==> src/rtl/seg_pkg.sv <==
// Shared constants and types for the seven-segment scan driver.
// Segment patterns are active-low, ordered {g,f,e,d,c,b,a}.
package seg_pkg;

  localparam logic [6:0] SEG_0     = 7'b1000000;
  localparam logic [6:0] SEG_1     = 7'b1111001;
  localparam logic [6:0] SEG_2     = 7'b0100100;
  localparam logic [6:0] SEG_3     = 7'b0110000;
  localparam logic [6:0] SEG_4     = 7'b0011001;
  localparam logic [6:0] SEG_5     = 7'b0010010;
  localparam logic [6:0] SEG_6     = 7'b0000010;
  localparam logic [6:0] SEG_7     = 7'b1111000;
  localparam logic [6:0] SEG_8     = 7'b0000000;
  localparam logic [6:0] SEG_9     = 7'b0010000;
  localparam logic [6:0] SEG_BLANK = 7'b1111111;

  localparam logic [3:0] AN_OFF = 4'b1111;

  typedef logic [1:0] digit_idx_t;

endpackage

==> src/rtl/bcd_to_seg.sv <==
// Combinational BCD to active-low seven-segment decoder.
// Codes 10..15 decode to an unlit digit.
module bcd_to_seg
  import seg_pkg::*;
(
  input  logic [3:0] bcd,
  output logic [6:0] seg
);

  always_comb begin
    seg = SEG_BLANK;
    case (bcd)
      4'd0:    seg = SEG_0;
      4'd1:    seg = SEG_1;
      4'd2:    seg = SEG_2;
      4'd3:    seg = SEG_3;
      4'd4:    seg = SEG_4;
      4'd5:    seg = SEG_5;
      4'd6:    seg = SEG_6;
      4'd7:    seg = SEG_7;
      4'd8:    seg = SEG_8;
      4'd9:    seg = SEG_9;
      default: seg = SEG_BLANK;
    endcase
  end

endmodule

==> src/rtl/seg_scan.sv <==
// Four-digit multiplexed seven-segment scan driver for a common-anode display,
// with frame-synchronous input snapshot, inter-digit blanking and optional LZ suppression.
module seg_scan
  import seg_pkg::*;
#(
  parameter int SCAN_DIV  = 100000,
  parameter int BLANK_CYC = 1000,
  parameter int LZ_BLANK  = 0
) (
  input  logic       clk_in,
  input  logic       rst,
  input  logic [3:0] d0,
  input  logic [3:0] d1,
  input  logic [3:0] d2,
  input  logic [3:0] d3,
  input  logic [3:0] dp_en,
  output logic [3:0] an,
  output logic [6:0] seg,
  output logic       dp,
  output logic       frame_tick
);

  localparam int              CW        = (SCAN_DIV > 2) ? $clog2(SCAN_DIV) : 1;
  localparam logic [CW-1:0]   CNT_MAX   = CW'(SCAN_DIV - 1);
  localparam logic [CW-1:0]   BLANK_LIM = CW'(BLANK_CYC);

  logic [CW-1:0]   cnt_reg;
  digit_idx_t      idx_reg;
  logic [3:0][3:0] shadow_reg;
  logic [3:0]      shadow_dp_reg;

  logic [3:0][6:0] dec_seg;
  logic [3:0]      lz_sup;
  logic            snap;
  logic            blanking;
  logic [3:0]      an_next;
  logic [6:0]      seg_next;
  logic            dp_next;

  assign snap     = (cnt_reg == '0) && (idx_reg == 2'd0);
  assign blanking = (cnt_reg < BLANK_LIM);

  for (genvar gi = 0; gi < 4; gi++) begin : g_dec
    bcd_to_seg u_dec (
      .bcd (shadow_reg[gi]),
      .seg (dec_seg[gi])
    );
  end

  // Suppression cascades from the leftmost digit; digit 0 always shows.
  always_comb begin
    lz_sup    = 4'b0000;
    lz_sup[3] = (LZ_BLANK != 0) && (shadow_reg[3] == 4'd0);
    lz_sup[2] = lz_sup[3] && (shadow_reg[2] == 4'd0);
    lz_sup[1] = lz_sup[2] && (shadow_reg[1] == 4'd0);
  end

  always_comb begin
    an_next  = AN_OFF;
    seg_next = SEG_BLANK;
    dp_next  = 1'b1;
    if (!blanking) begin
      an_next  = ~(4'b0001 << idx_reg);
      seg_next = lz_sup[idx_reg] ? SEG_BLANK : dec_seg[idx_reg];
      dp_next  = ~shadow_dp_reg[idx_reg];
    end
  end

  always_ff @(posedge clk_in or negedge rst) begin
    if (!rst) begin
      cnt_reg       <= '0;
      idx_reg       <= 2'd0;
      shadow_reg    <= '0;
      shadow_dp_reg <= 4'b0000;
      an            <= AN_OFF;
      seg           <= SEG_BLANK;
      dp            <= 1'b1;
      frame_tick    <= 1'b0;
    end else begin
      if (cnt_reg == CNT_MAX) begin
        cnt_reg <= '0;
        idx_reg <= idx_reg + 2'd1;
      end else begin
        cnt_reg <= cnt_reg + 1'b1;
      end
      if (snap) begin
        shadow_reg    <= {d3, d2, d1, d0};
        shadow_dp_reg <= dp_en;
      end
      an         <= an_next;
      seg        <= seg_next;
      dp         <= dp_next;
      frame_tick <= snap;
    end
  end

endmodule
==> config.mk <==
export PLATFORM = sky130hd
export DESIGN_NAME = seg_scan
export DESIGN_NICKNAME = d
export VERILOG_FILES = /design/src/rtl/seg_pkg.sv /design/src/rtl/bcd_to_seg.sv /design/src/rtl/seg_scan.sv
export SDC_FILE = /design/constraint.sdc
export NUM_CORES = 1
export LEC_CHECK = 0
export BUFFER_PORTS_ARGS = -buffer_cell sky130_fd_sc_hd__buf_2
export CAP_MARGIN = 5
export CORE_MARGIN = 4
export CORE_UTILIZATION = 45
export DETAILED_ROUTE_END_ITERATION = 10
export GPL_TIMING_DRIVEN = 0
export PLACE_DENSITY_LB_ADDON = 0.1
export SKIP_CTS_REPAIR_TIMING = 1
export SYNTH_ARGS = -nofsm -noshare
export SYNTH_HDL_FRONTEND = slang
export SYNTH_SLANG_ARGS = --single-unit
export TNS_END_PERCENT = 20
==> constraint.sdc <==
create_clock -name clk_in -period 2.2 [get_ports clk_in]
set_input_delay 0.44 -clock clk_in [delete_from_list [all_inputs] [get_ports clk_in]]
set_output_delay 0.44 -clock clk_in [all_outputs]
set_load 0.02 [all_outputs]
Word level (Yosys, flattened, before mapping)
Memories as Yosys holds them, arrays and structs flattened.
Index checks and enable logic that the tools add are counted.
Operators by class
  divide/modulo/power cells: 0
  multiplexer cells: 11
  reductions and logical operators: 3
  add/subtract/negate cells: 2
  $lt $le $gt $ge: 2
  bitwise logic cells: 2
  multiply operators: 0
  eq/ne operators: 1
  shift operators: 1
Operators with widths (count)
  7-bit 2-to-1 mux: 3
  17-bit by 1-bit adder with 17-bit output (second input constant): 1
  17-bit == test (second input constant): 1
  17-bit logical NOT: 1
  17-bit by 10-bit less-than comparator with 1-bit output (second input constant): 1
  17-bit 2-to-1 mux: 1
  7-bit binary-select mux with 2-bit select: 1
  1-bit binary-select mux with 2-bit select: 2
  4-bit 2-to-1 mux: 1
  4-bit NOT: 1
  1-bit by 2-bit << shifter with 4-bit output (first input constant): 1
  2-bit by 3-bit less-than comparator with 1-bit output (second input constant): 1
  1-bit 2-to-1 mux: 3
  2-bit by 1-bit adder with 2-bit output (second input constant): 1
  2-bit logical NOT: 1
  1-bit logical AND: 1
  1-bit NOT: 1
Storage, ports and cells
  logic and storage cells: 37
  RAM bits: 0
  output and inout bits: 13
  bits in registers: 52
  memories kept: 4
  memory bits (read-only): 448
  bits in latches: 0
Memory list
  (name not given): words 16, bits a word 7, read ports 1, clocked after memory_dff 0, wr ports 0, RTL line bcd_to_seg.sv:12  | case (bcd)
  (name not given): words 16, bits a word 7, read ports 1, clocked after memory_dff 0, wr ports 0, RTL line bcd_to_seg.sv:12
  (name not given): words 16, bits a word 7, read ports 1, clocked after memory_dff 0, wr ports 0, RTL line bcd_to_seg.sv:12
  (name not given): words 16, bits a word 7, read ports 1, clocked after memory_dff 0, wr ports 0, RTL line bcd_to_seg.sv:12

Longest topological paths before layout
An unclocked memory read counts as a cell.
  word-level depth: 5
  mapped depth: 7
  depth with buffers taken out: 6

Modules after synthesis
Synthesis repeated with hierarchy kept, for this count alone.
Second synthesis, totals
  cell total of the unflattened synthesis: 309
  area total of the unflattened synthesis: 3195.6 µm²
Modules (own cells, without submodules)
  seg_scan: seq. area each 1316.3 µm², area each 2354.8 µm², times used 1, cells an instance 177
  bcd_to_seg: seq. area each 0.0 µm², area each 210.2 µm², times used 4, cells an instance 33

Worst setup path after synthesis
Ideal clock, no wire load.
  path kind: register -> register
  from: register cnt_reg[13]
  to: register shadow_dp_reg[0]
  period minus slack after synthesis: 2.043 ns
  slack: 0.157 ns
  data required time: 2.075 ns
  cell stages (with the launch flop): 6
  arrival: 1.918 ns
  cells stage by stage: dfrtp_1 > or3_1 > or4_4 > nor3_4 > buf_6 > mux2_2
On the way
  word-level cells in the longest chain between the ends: 2
Ends and longest elaborated chain
  start: declaration: RTL line seg_scan.sv:27  | logic [CW-1:0] cnt_reg;
  start signal: assignment: RTL line seg_scan.sv:84  | cnt_reg <= cnt_reg + 1'b1;
  17-bit logical NOT: RTL line seg_scan.sv:40  | assign snap = (cnt_reg == '0) && (idx_reg == 2'd0);
  1-bit logical AND: RTL line seg_scan.sv:40
  end signal: assignment: RTL line seg_scan.sv:88  | shadow_dp_reg <= dp_en;
  end: declaration: RTL line seg_scan.sv:30  | logic [3:0] shadow_dp_reg;
No other way between the ends.
A chain may end at the register's enable or synchronous reset.

Final worst setup path
  from: register cnt_reg[13]
  to: register shadow_reg[12] (netlist name)
On the way
  word-level cells in the longest chain between the ends: 2
Ends and longest elaborated chain
  17-bit logical NOT: RTL line seg_scan.sv:40
  1-bit logical AND: RTL line seg_scan.sv:40
  end signal: assignment: RTL line seg_scan.sv:87  | shadow_reg <= {d3, d2, d1, d0};
  end: declaration: RTL line seg_scan.sv:29  | logic [3:0][3:0] shadow_reg;
No other way between the ends.

==> results.json <==
{
  "finalInstanceArea_um2": 3520,
  "port_buffers": 34,
  "timing.slew.headroom_pct": 23.9,
  "yosysUniqueCellTypes": 48,
  "p_leak_nw": 1.52,
  "cp.arrival_ns": 2.39,
  "slowest_stage": "or4_4",
  "finalNonFillerCells": 433,
  "die_h_um": 91.3,
  "top_layer": "met4",
  "finalSetupViolCount": 0,
  "ant_nets": 0,
  "finalWirelength_um": 6190,
  "yosysMostFrequentCell": "dfrtp_1",
  "die_x_um": 91.3,
  "syn_nets": 359,
  "r2r_setup_slack_ns": 0.01,
  "cts_buffers": 5,
  "wl_per_cell_um": 14.3,
  "worstMarginPinSlew_ns": 1.14,
  "grtUsageTotal_pct": 15.5,
  "vdd_drop_max_uv": 241,
  "wl_met2_um": 2980,
  "synth.yosys.seq_area_share_pct": 42.1,
  "core_um2": 6760,
  "ctsLongestPathBuffers": 2,
  "drt_iter0_drc": 73,
  "largest_reg_flops": 17,
  "syn2layout_area_growth_pct": 12.6,
  "pin_count": 35,
  "cts.sinks": 52,
  "fill_cells": 634,
  "skew_ns": 0.00959,
  "critical_path.endpoint_type": "flop",
  "grt_max_degree": 53,
  "nets": 400,
  "slowest_delay_ns": 0.46,
  "outcome": "finished clean",
  "cts.clk_slew.worst_paths_ns": 0.10,
  "dieArea_um2": 8340,
  "cts_tree": "yes",
  "synth_simple_gate_area_share_pct": 17.7,
  "antenna_found_initial": 0,
  "antennaDiodeCount": 0,
  "timing.rr.start": "cnt_reg[13]",
  "cp-start-kind": "flop",
  "fmax_mhz": 457,
  "synth_adder_area_share_pct": 10.4,
  "r2r-end": "shadow_reg[12]",
  "wl_met3_um": 176,
  "synth_area_per_cell_um2": 10.0,
  "netlist_area_um2": 3120,
  "synth_edf_count": 0,
  "htreeDepth": 2,
  "synth-seq-cells": 52,
  "hold_violations": 0,
  "dr.pass1.iters": 4,
  "synth_flop_cell": "dfrtp_1",
  "crit_fanout": 10,
  "synth_area_leaders": "dfrtp_1 32%, ha_1 10%, dfstp_2 10%, mux2_2 7.6%, xnor2_1 3.4%",
  "viasPerCell": 5.29,
  "worstSetupPathType": "reg2reg",
  "place.gp.congestion": 0.828,
  "reg2regPathDepth": 5,
  "start_util_pct": 46.2,
  "yosys.area.top_type": "dfrtp_1",
  "insertion_delay_ns": 0.32,
  "dpl_cell_area_um2": 3390,
  "synth-compound-area-share_pct": 11.7,
  "worst_ep_required_time_ns": 2.41,
  "grt_pass1_vias": 2223,
  "ys_async_sr_fraction_pct": 100,
  "synth_top_family_by_area": "simple AND/OR/NAND/NOR gates",
  "hold_class": "in2async",
  "grt_pass1_wl_um": 10400,
  "drv_slew": 0,
  "placedCellCount": 425,
  "post-route-min-period_ns": 2.19,
  "synth_xor_area_share_pct": 4.49,
  "power_density_nw_per_um2": 498,
  "maxCapViolCount": 0,
  "overflow": 0,
  "synthCells": 311,
  "ys_warn_count": 0,
  "dp_hpwl_um": 4430,
  "rows": 30,
  "crit_chain": "or3_4 > or4_4 > nor3_4 > buf_6 > mux2_2",
  "synth_mux_area_share_pct": 8.29,
  "synth_top_area_share_pct": 32.0,
  "post-route-period-util_pct": 99.5,
  "met1Wirelength_um": 2910,
  "vias": 2292,
  "drcViolationCount": 0,
  "drive_above_1_share_pct": 26.6,
  "synthTopCellsByCount": "40 x dfrtp_1, 26 x ha_1, 21 x inv_1, 21 x mux2_2, 19 x nand2_1",
  "rsz0062_at_grt": "true",
  "cts_root_buf": "clkbuf_8",
  "tns_ns": 0
}
## metrics by stage
stage | util [%] | power, mW | hold WS, ns | setup WS, ns
after floorplan | - | 1.12 | 0.144 | 0.157
after global placement | 50.2 | 1.18 | 0.487 | -0.0000699
after detailed placement | 50.2 | 1.19 | 0.489 | -0.00916
after CTS | 51.6 | 1.77 | 0.336 | -0.0210
after global routing | 52.1 | 1.84 | 0.339 | -0.0827
final | 52.1 | 1.75 | 0.319 | 0.0113
## worst max-delay path by stage
stage	slack, ns	depth (start not counted)	end	start
after floorplan	0.16	5	shadow_dp_reg[0]	cnt_reg[13]
after global placement	-0.00007	5	shadow_dp_reg[2]	cnt_reg[13]
after detailed placement	-0.009	5	shadow_dp_reg[0]	cnt_reg[13]
after CTS	-0.02	5	shadow_reg[7]	cnt_reg[13]
after global routing	-0.08	5	shadow_reg[15]	cnt_reg[13]
final	0.01	5	shadow_reg[12]	cnt_reg[13]
## layout by cell type (no fill, tap or decap), types with 6 or more instances in the layout
| master | instances |
|---|---|
| or2_2 | 6 |
| nand4_1 | 7 |
| buf_2 | 35 |
| mux2_4 | 6 |
| clkbuf_1 | 13 |
| xnor2_1 | 12 |
| ha_1 | 26 |
| nor2_1 | 16 |
| inv_1 | 20 |
| nand3_1 | 13 |
| nand2b_1 | 15 |
| dfrtp_1 | 39 |
| dfstp_2 | 12 |
| mux2_2 | 15 |
| o21ai_0 | 16 |
| a21oi_1 | 16 |
| nand2_1 | 19 |
## cell type report
type                       count  area [µm²]  area share [%]
buffer                        17        83.8            2.38
clock buffer                   5        68.8            1.96
clock inverter                 3        26.3           0.747
inverter                      22        82.6            2.35
multi-input combinational    220        1670            47.4
sequential                    52        1320            37.4
tap                           80         100            2.84
timing repair buffer          34         170            4.84
## critical path, delay by kind of cell (launching register included)
| kind | cells | cell delay, ns |
|---|---|---|
| multiplexers | 1 | 0.34 |
| buffers and inverters | 1 | 0.20 |
| AND/OR/NAND/NOR | 3 | 1.08 |
| flip-flops | 1 | 0.45 |
## per-layer routing
metal	GRT usage, %	vias up
met4	5.65	0
met3	2.90	10
met5	0	-
met1	19.9	1082
met2	25.9	40
li1	-	1160
## kinds of logic after synthesis
kind of cell | count (synthesis)
flops | 52
xor+xnor | 16
compound gates | 56
buf+inv | 39
fa+ha+maj | 26
mux | 22
simple gates | 100
## power breakdown
group	internal (mW)	total [mW]	switching, mW
logic	0.0806	0.178	0.0971
clock network	0.233	0.581	0.349
registers	0.975	0.992	0.0174
Note: power is estimated with default switching activity, not from simulation.
